<file path="config.mk">
export PLATFORM = sky130hd
export DESIGN_NAME = mac_accumulator_flat
export DESIGN_NICKNAME = d
export VERILOG_FILES = /design/src/rtl/mac_accumulator_if.sv /design/src/rtl/mac_accumulator.sv /design/src/flat_wrapper.sv
export SDC_FILE = /design/constraint.sdc
export NUM_CORES = 1
export LEC_CHECK = 0
export BUFFER_PORTS_ARGS = -buffer_cell sky130_fd_sc_hd__clkbuf_2
export CAP_MARGIN = 10
export CORE_UTILIZATION = 55
export CTS_CLUSTER_SIZE = 20
export DETAILED_ROUTE_END_ITERATION = 7
export GPL_TIMING_DRIVEN = 0
export PLACE_DENSITY = 0.8
export SLEW_MARGIN = 20
export SYNTH_ARGS = -nofsm -noshare
export SYNTH_HDL_FRONTEND = slang
export SYNTH_SLANG_ARGS = --single-unit
</file>
<file path="constraint.sdc">
create_clock -name clock -period 2.55 [get_ports clock]
set_input_delay 0.1275 -clock clock [delete_from_list [all_inputs] [get_ports clock]]
set_output_delay 0.1275 -clock clock [all_outputs]
set_load 0.01 [all_outputs]
</file>
<file path="src/rtl/mac_accumulator_if.sv">
// Operand-in, multiplier and result-out signals of the MAC accumulator.
// The slave modport is the accumulator's side; master is the side that
// feeds operands, returns products and consumes results.
interface mac_accumulator_if #(
  parameter int ACC_W = 24,
  parameter int LEN_W = 8
);
  logic             in_valid;
  logic             in_ready;
  logic [7:0]       in_x;
  logic [7:0]       in_y;
  logic             in_last;
  logic [7:0]       mul_x;
  logic [7:0]       mul_y;
  logic [15:0]      mul_product;
  logic             out_valid;
  logic             out_ready;
  logic [ACC_W-1:0] out_sum;
  logic [LEN_W-1:0] out_count;
  logic             out_overflow;

  modport slave (
    input  in_valid, in_x, in_y, in_last, mul_product, out_ready,
    output in_ready, mul_x, mul_y, out_valid, out_sum, out_count, out_overflow
  );

  modport master (
    output in_valid, in_x, in_y, in_last, mul_product, out_ready,
    input  in_ready, mul_x, mul_y, out_valid, out_sum, out_count, out_overflow
  );
endinterface

</file>
<file path="src/rtl/mac_accumulator.sv">
// Dot-product accumulator behind an external 8x8 multiplier.
// Operand pairs are registered onto the multiplier inputs (stage 1); the
// combinational product is summed into a wide accumulator (stage 2).
// A last-flagged element closes the vector and parks the result in DONE.
//
//   state | meaning
//   ------+-------------------------------------------------------------
//   ACCUM | taking operand pairs; in_ready high unless a last pair is in
//         | stage 1
//   DONE  | result held on out_*, out_valid high, input stalled until
//         | the consumer takes it
module mac_accumulator #(
  parameter int ACC_W = 24,
  parameter int LEN_W = 8
) (
  input logic              clock,
  input logic              reset,
  mac_accumulator_if.slave bus
);

  typedef enum logic {ACCUM, DONE} state_t;

  state_t           state_q, state_d;
  logic             op_valid, op_last;
  logic [7:0]       op_x, op_y;
  logic [ACC_W-1:0] acc;
  logic [LEN_W-1:0] cnt;
  logic             ovf;
  logic [ACC_W:0]   sum_next;
  logic [LEN_W-1:0] cnt_next;
  logic             ovf_next;
  logic             finish;
  logic             ready;
  logic             accept;

  // Product is zero-extended; the extra top bit of sum_next is the carry-out.
  assign sum_next = {1'b0, acc} + {{(ACC_W-15){1'b0}}, bus.mul_product};
  assign cnt_next = (cnt == '1) ? cnt : cnt + 1'b1;
  assign ovf_next = ovf | sum_next[ACC_W];
  assign finish   = op_valid & op_last;
  assign accept   = bus.in_valid & ready;

  assign bus.in_ready = ready;
  assign bus.mul_x    = op_x;
  assign bus.mul_y    = op_y;

  // State register.
  always_ff @(posedge clock) begin
    if (reset) state_q <= ACCUM;
    else       state_q <= state_d;
  end

  // Next state and handshake outputs; reset gates in_ready directly.
  always_comb begin
    state_d       = state_q;
    ready         = 1'b0;
    bus.out_valid = 1'b0;
    case (state_q)
      ACCUM: begin
        ready = ~finish & ~reset;
        if (finish) state_d = DONE;
      end
      DONE: begin
        bus.out_valid = 1'b1;
        if (bus.out_ready) state_d = ACCUM;
      end
      default: state_d = ACCUM;
    endcase
  end

  // Stage 1: operand register; operands hold when nothing is accepted.
  always_ff @(posedge clock) begin
    if (reset) begin
      op_valid <= 1'b0;
      op_last  <= 1'b0;
      op_x     <= '0;
      op_y     <= '0;
    end else if (accept) begin
      op_valid <= 1'b1;
      op_last  <= bus.in_last;
      op_x     <= bus.in_x;
      op_y     <= bus.in_y;
    end else begin
      op_valid <= 1'b0;
    end
  end

  // Stage 2: running sum, saturating count and sticky overflow.
  always_ff @(posedge clock) begin
    if (reset || finish) begin
      acc <= '0;
      cnt <= '0;
      ovf <= 1'b0;
    end else if (op_valid) begin
      acc <= sum_next[ACC_W-1:0];
      cnt <= cnt_next;
      ovf <= ovf_next;
    end
  end

  // Result registers, loaded with the closing element already folded in.
  always_ff @(posedge clock) begin
    if (reset) begin
      bus.out_sum      <= '0;
      bus.out_count    <= '0;
      bus.out_overflow <= 1'b0;
    end else if (finish) begin
      bus.out_sum      <= sum_next[ACC_W-1:0];
      bus.out_count    <= cnt_next;
      bus.out_overflow <= ovf_next;
    end
  end

endmodule

</file>
<file path="src/flat_wrapper.sv">
// flat-port wrapper written by rule: the top's interface ports become plain ports
module mac_accumulator_flat 
#(
  parameter int ACC_W = 24,
  parameter int LEN_W = 8
)
  (clock, reset, bus_in_valid, bus_in_x, bus_in_y, bus_in_last, bus_mul_product, bus_out_ready, bus_in_ready, bus_mul_x, bus_mul_y, bus_out_valid, bus_out_sum, bus_out_count, bus_out_overflow);
  mac_accumulator_if #(.ACC_W(ACC_W), .LEN_W(LEN_W)) bus_i ();
  input logic clock;
  input logic reset;
  input wire logic [$bits(bus_i.in_valid)-1:0] bus_in_valid;
  input wire logic [$bits(bus_i.in_x)-1:0] bus_in_x;
  input wire logic [$bits(bus_i.in_y)-1:0] bus_in_y;
  input wire logic [$bits(bus_i.in_last)-1:0] bus_in_last;
  input wire logic [$bits(bus_i.mul_product)-1:0] bus_mul_product;
  input wire logic [$bits(bus_i.out_ready)-1:0] bus_out_ready;
  output wire logic [$bits(bus_i.in_ready)-1:0] bus_in_ready;
  output wire logic [$bits(bus_i.mul_x)-1:0] bus_mul_x;
  output wire logic [$bits(bus_i.mul_y)-1:0] bus_mul_y;
  output wire logic [$bits(bus_i.out_valid)-1:0] bus_out_valid;
  output wire logic [$bits(bus_i.out_sum)-1:0] bus_out_sum;
  output wire logic [$bits(bus_i.out_count)-1:0] bus_out_count;
  output wire logic [$bits(bus_i.out_overflow)-1:0] bus_out_overflow;
  assign bus_i.in_valid = bus_in_valid;
  assign bus_i.in_x = bus_in_x;
  assign bus_i.in_y = bus_in_y;
  assign bus_i.in_last = bus_in_last;
  assign bus_i.mul_product = bus_mul_product;
  assign bus_i.out_ready = bus_out_ready;
  assign bus_in_ready = bus_i.in_ready;
  assign bus_mul_x = bus_i.mul_x;
  assign bus_mul_y = bus_i.mul_y;
  assign bus_out_valid = bus_i.out_valid;
  assign bus_out_sum = bus_i.out_sum;
  assign bus_out_count = bus_i.out_count;
  assign bus_out_overflow = bus_i.out_overflow;
  mac_accumulator #(.ACC_W(ACC_W), .LEN_W(LEN_W)) u_core (.clock(clock), .reset(reset), .bus(bus_i));
endmodule
</file>
==> flow_summary.toml <==
[run_status]
outcome = "completed"

[worst_setup_path]
start_kind = "flop"
worst-endpoint-arrival_ns = 2.75
crit_end = "u_core.acc[21]"
reg2reg_to = "u_core.acc[21]"
cp.required_ns = 2.85
worstSetupStartpoint = "u_core.acc[1]"
reg2reg_depth = 7
r2r_setup_slack_ns = 0.1
critPathKind = "reg -> reg"
cpPeakStageDelay_ns = 0.53
cp-end-kind = "flop"
cp_num_buf_inv = 0
crit_chain = "ha_1 > a21o_1 > nand4_1 > a311oi_1 > o21ai_1 > a211oi_1 > mux2i_1"
slowest_stage = "a311oi_1"
path_depth = 7
cp_max_fo = 7
critPathTopFamily = "compound AO/OA/AOI/OAI gates"
r2r_start = "u_core.acc[1]"

[pwr]
finalPower_mw = 3.116
p_leak_nw = 2.202
powerDensity_nw_per_um2 = 583.8
ir_drop_v = 0.0004560

[timing]
tightest_slew_ns = 0.7154
clock-skew-final_ns = 0.006037
timing.fmax_mhz = 407.6
hold_viol = 0
postLayoutSetupSlackWorst_ns = 0.09676
fin_crit_ns = 2.453
min_period_over_period_pct = 96.21
setup_violations = 0
finalMaxSlewViolations = 0
max_slew_margin_pct = 52.31
finalSetupTns_ns = 0

[cts]
cts_inserted_buffers = 9
cts_tree = "done"
cts-root-buf = "clkbuf_8"
clkTransAtPathRegs_ns = 0.08
htree_num_levels = 3
clock_sinks = 85
worst_skew_pair.late_latency_ns = 0.37
cts_buffer_depth = 2

[floorplanning]
start_util_pct = 58.17
die_w_microns = 90.75
rows = 31
io_pins = 88
fp.dieH_microns = 90.75
die_area_sq_um = 8235
core_sq_um = 7447

[final_layout]
n_antenna_cell = 0
layout_commonest_cell = "clkbuf_2"
layout_common_cells = "clkbuf_2, dfxtp_1, nand2_1"
fin_nets = 698
final_layout_size_suffix_gt1_share_pct = 19.63
finish.utilization_pct = 71.66
area_growth_pct = 23.19
fillerInstances = 603

[routing]
via_count = 4352
drc = 0
wirelength_microns = 11890
ant_nets = 0
drtPass1Iterations = 5
wl_per_cell_microns = 15.94
via_per_inst = 5.834
drt_iter0_markers = 277

[worst_hold_path]
hold_depth = 3
hold_path.class = "in -> reg"

[logic_synthesis]
synth_top_area_cell = "dfxtp_1"
yosys_register_bits = 85
synth.distinct_cells = 60
synth-main-ff-cell = "dfxtp_1"
ys_seq_area_share_pct = 39.28
yosys_warnings = 0
async_flop_share_pct = 0
avgSynthCellArea_sq_um = 8.219
syn_nets = 582
syn-cell-area_sq_um = 4332
synth_top_cell_area_share_pct = 39.28
synthCells = 527
synth_edf_count = 0
synth_area_leaders = "dfxtp_1, nand2_1, o21ai_0"

[place]
io_buffers = 86
pre_cts_slack_ns = -0.05529
hpwl_microns = 8283
gp_congestion = 0.9497

[grt]
grt_antenna_before_repair = 0
track_usage_pct = 29.62
grt_pass1_wl_microns = 19780
grt_overflow = 0
grt_max_degree = 15
grt_pass1_vias = 4272

[flow_run]
cap_violations = 0
## synth_stat cells (5+ instances only)
cell type / n
dfxtp_1: 85
nand2_1: 76
o21ai_0: 43
nor2_1: 41
a21oi_1: 35
nand3_1: 22
clkbuf_1: 19
nand2b_1: 19
ha_1: 17
mux2i_1: 15
xnor2_1: 15
a211oi_1: 10
buf_2: 8
nand4_1: 8
or3_1: 8
a31oi_1: 7
inv_1: 7
nor3_1: 7
xor2_1: 7
and3_1: 6
a21o_1: 5
## worst min-delay path, cell delays in order
cell and delay (ns):
clkbuf_2 0.07, mux2_2 0.13, nor2_1 0.03
## logic make-up after synthesis
kind of cell    after synthesis  synth area share, %
simple gates                209                22.96
compound gates              138                20.60
flops                        85                39.28
buf+inv                      39                3.611
xor+xnor                     22                4.448
fa+ha+maj                    18                5.373
mux                          16                3.726
## power breakdown
group	total, mW	switching, mW	internal [mW]
Sequential	1.41	0.0325	1.38
Clock	1.18	0.507	0.676
Combinational	0.519	0.309	0.210
## layer usage
metal / wire (microns) / vias to the layer above / GRT usage (%) / share of wire, %
li1: - / 2113 / - / -
met1: 5128 / 2048 / 35.62 / 43
met2: 5756 / 159 / 51.01 / 48
met3: 684 / 32 / 5.135 / 5.8
met4: 323 / 0 / 13.98 / 2.7
met5: 0 / - / 0 / 0
## registers in the layout (all words and copies together), names as in the netlist
| register | cells |
|---|---|
| u_core.bus.mul_x | 8 |
| u_core.op_last | 1 |
| u_core.bus.out_count | 8 |
| u_core.op_valid | 1 |
| u_core.state_q | 1 |
| u_core.acc | 24 |
| u_core.bus.mul_y | 8 |
| u_core.cnt | 8 |
| u_core.bus.out_sum | 24 |
| u_core.bus.out_overflow | 1 |
| u_core.ovf | 1 |
## worst min-delay path by stage
stage                  startpoint                   to
global route        bus_out_ready       u_core.state_q
detailed placement    bus_in_y[6]  u_core.bus.mul_y[6]
global placement      bus_in_x[3]  u_core.bus.mul_x[3]
finish              bus_out_ready       u_core.state_q
floorplan             bus_in_x[0]  u_core.bus.mul_x[0]
CTS                 bus_out_ready       u_core.state_q
## repair_timing
action / CTS / global route
setup endpoints to repair: 1 / 10
pin swaps: 0 / 1
buffers inserted: 0 / 2
hold buffers: 17 / 0
gates resized for setup: 1 / 4
endpoints found under the hold margin: 17 / 0
## per-stage QoR
stage	std cells	cell area, sq um	hold WS (ns)
floorplan	527	4332	0.2361
global placement	712	4886	0.3215
detailed placement	712	4886	0.3376
CTS	744	5306	0.03023
global route	746	5336	0.04879
finish	746	5336	0.03281
## area by class of cell
type | instances | area, sq um | share of cell area, %
tap | 99 | 123.9 | 2.321
clock inverter | 5 | 106.4 | 1.993
buffer | 31 | 126.4 | 2.368
inverter | 8 | 30.03 | 0.5627
sequential | 85 | 1702 | 31.89
timing repair buffer | 105 | 615.6 | 11.54
multi-input combinational | 403 | 2495 | 46.75
clock buffer | 10 | 137.6 | 2.579
Power figures use the tool's default switching activity.
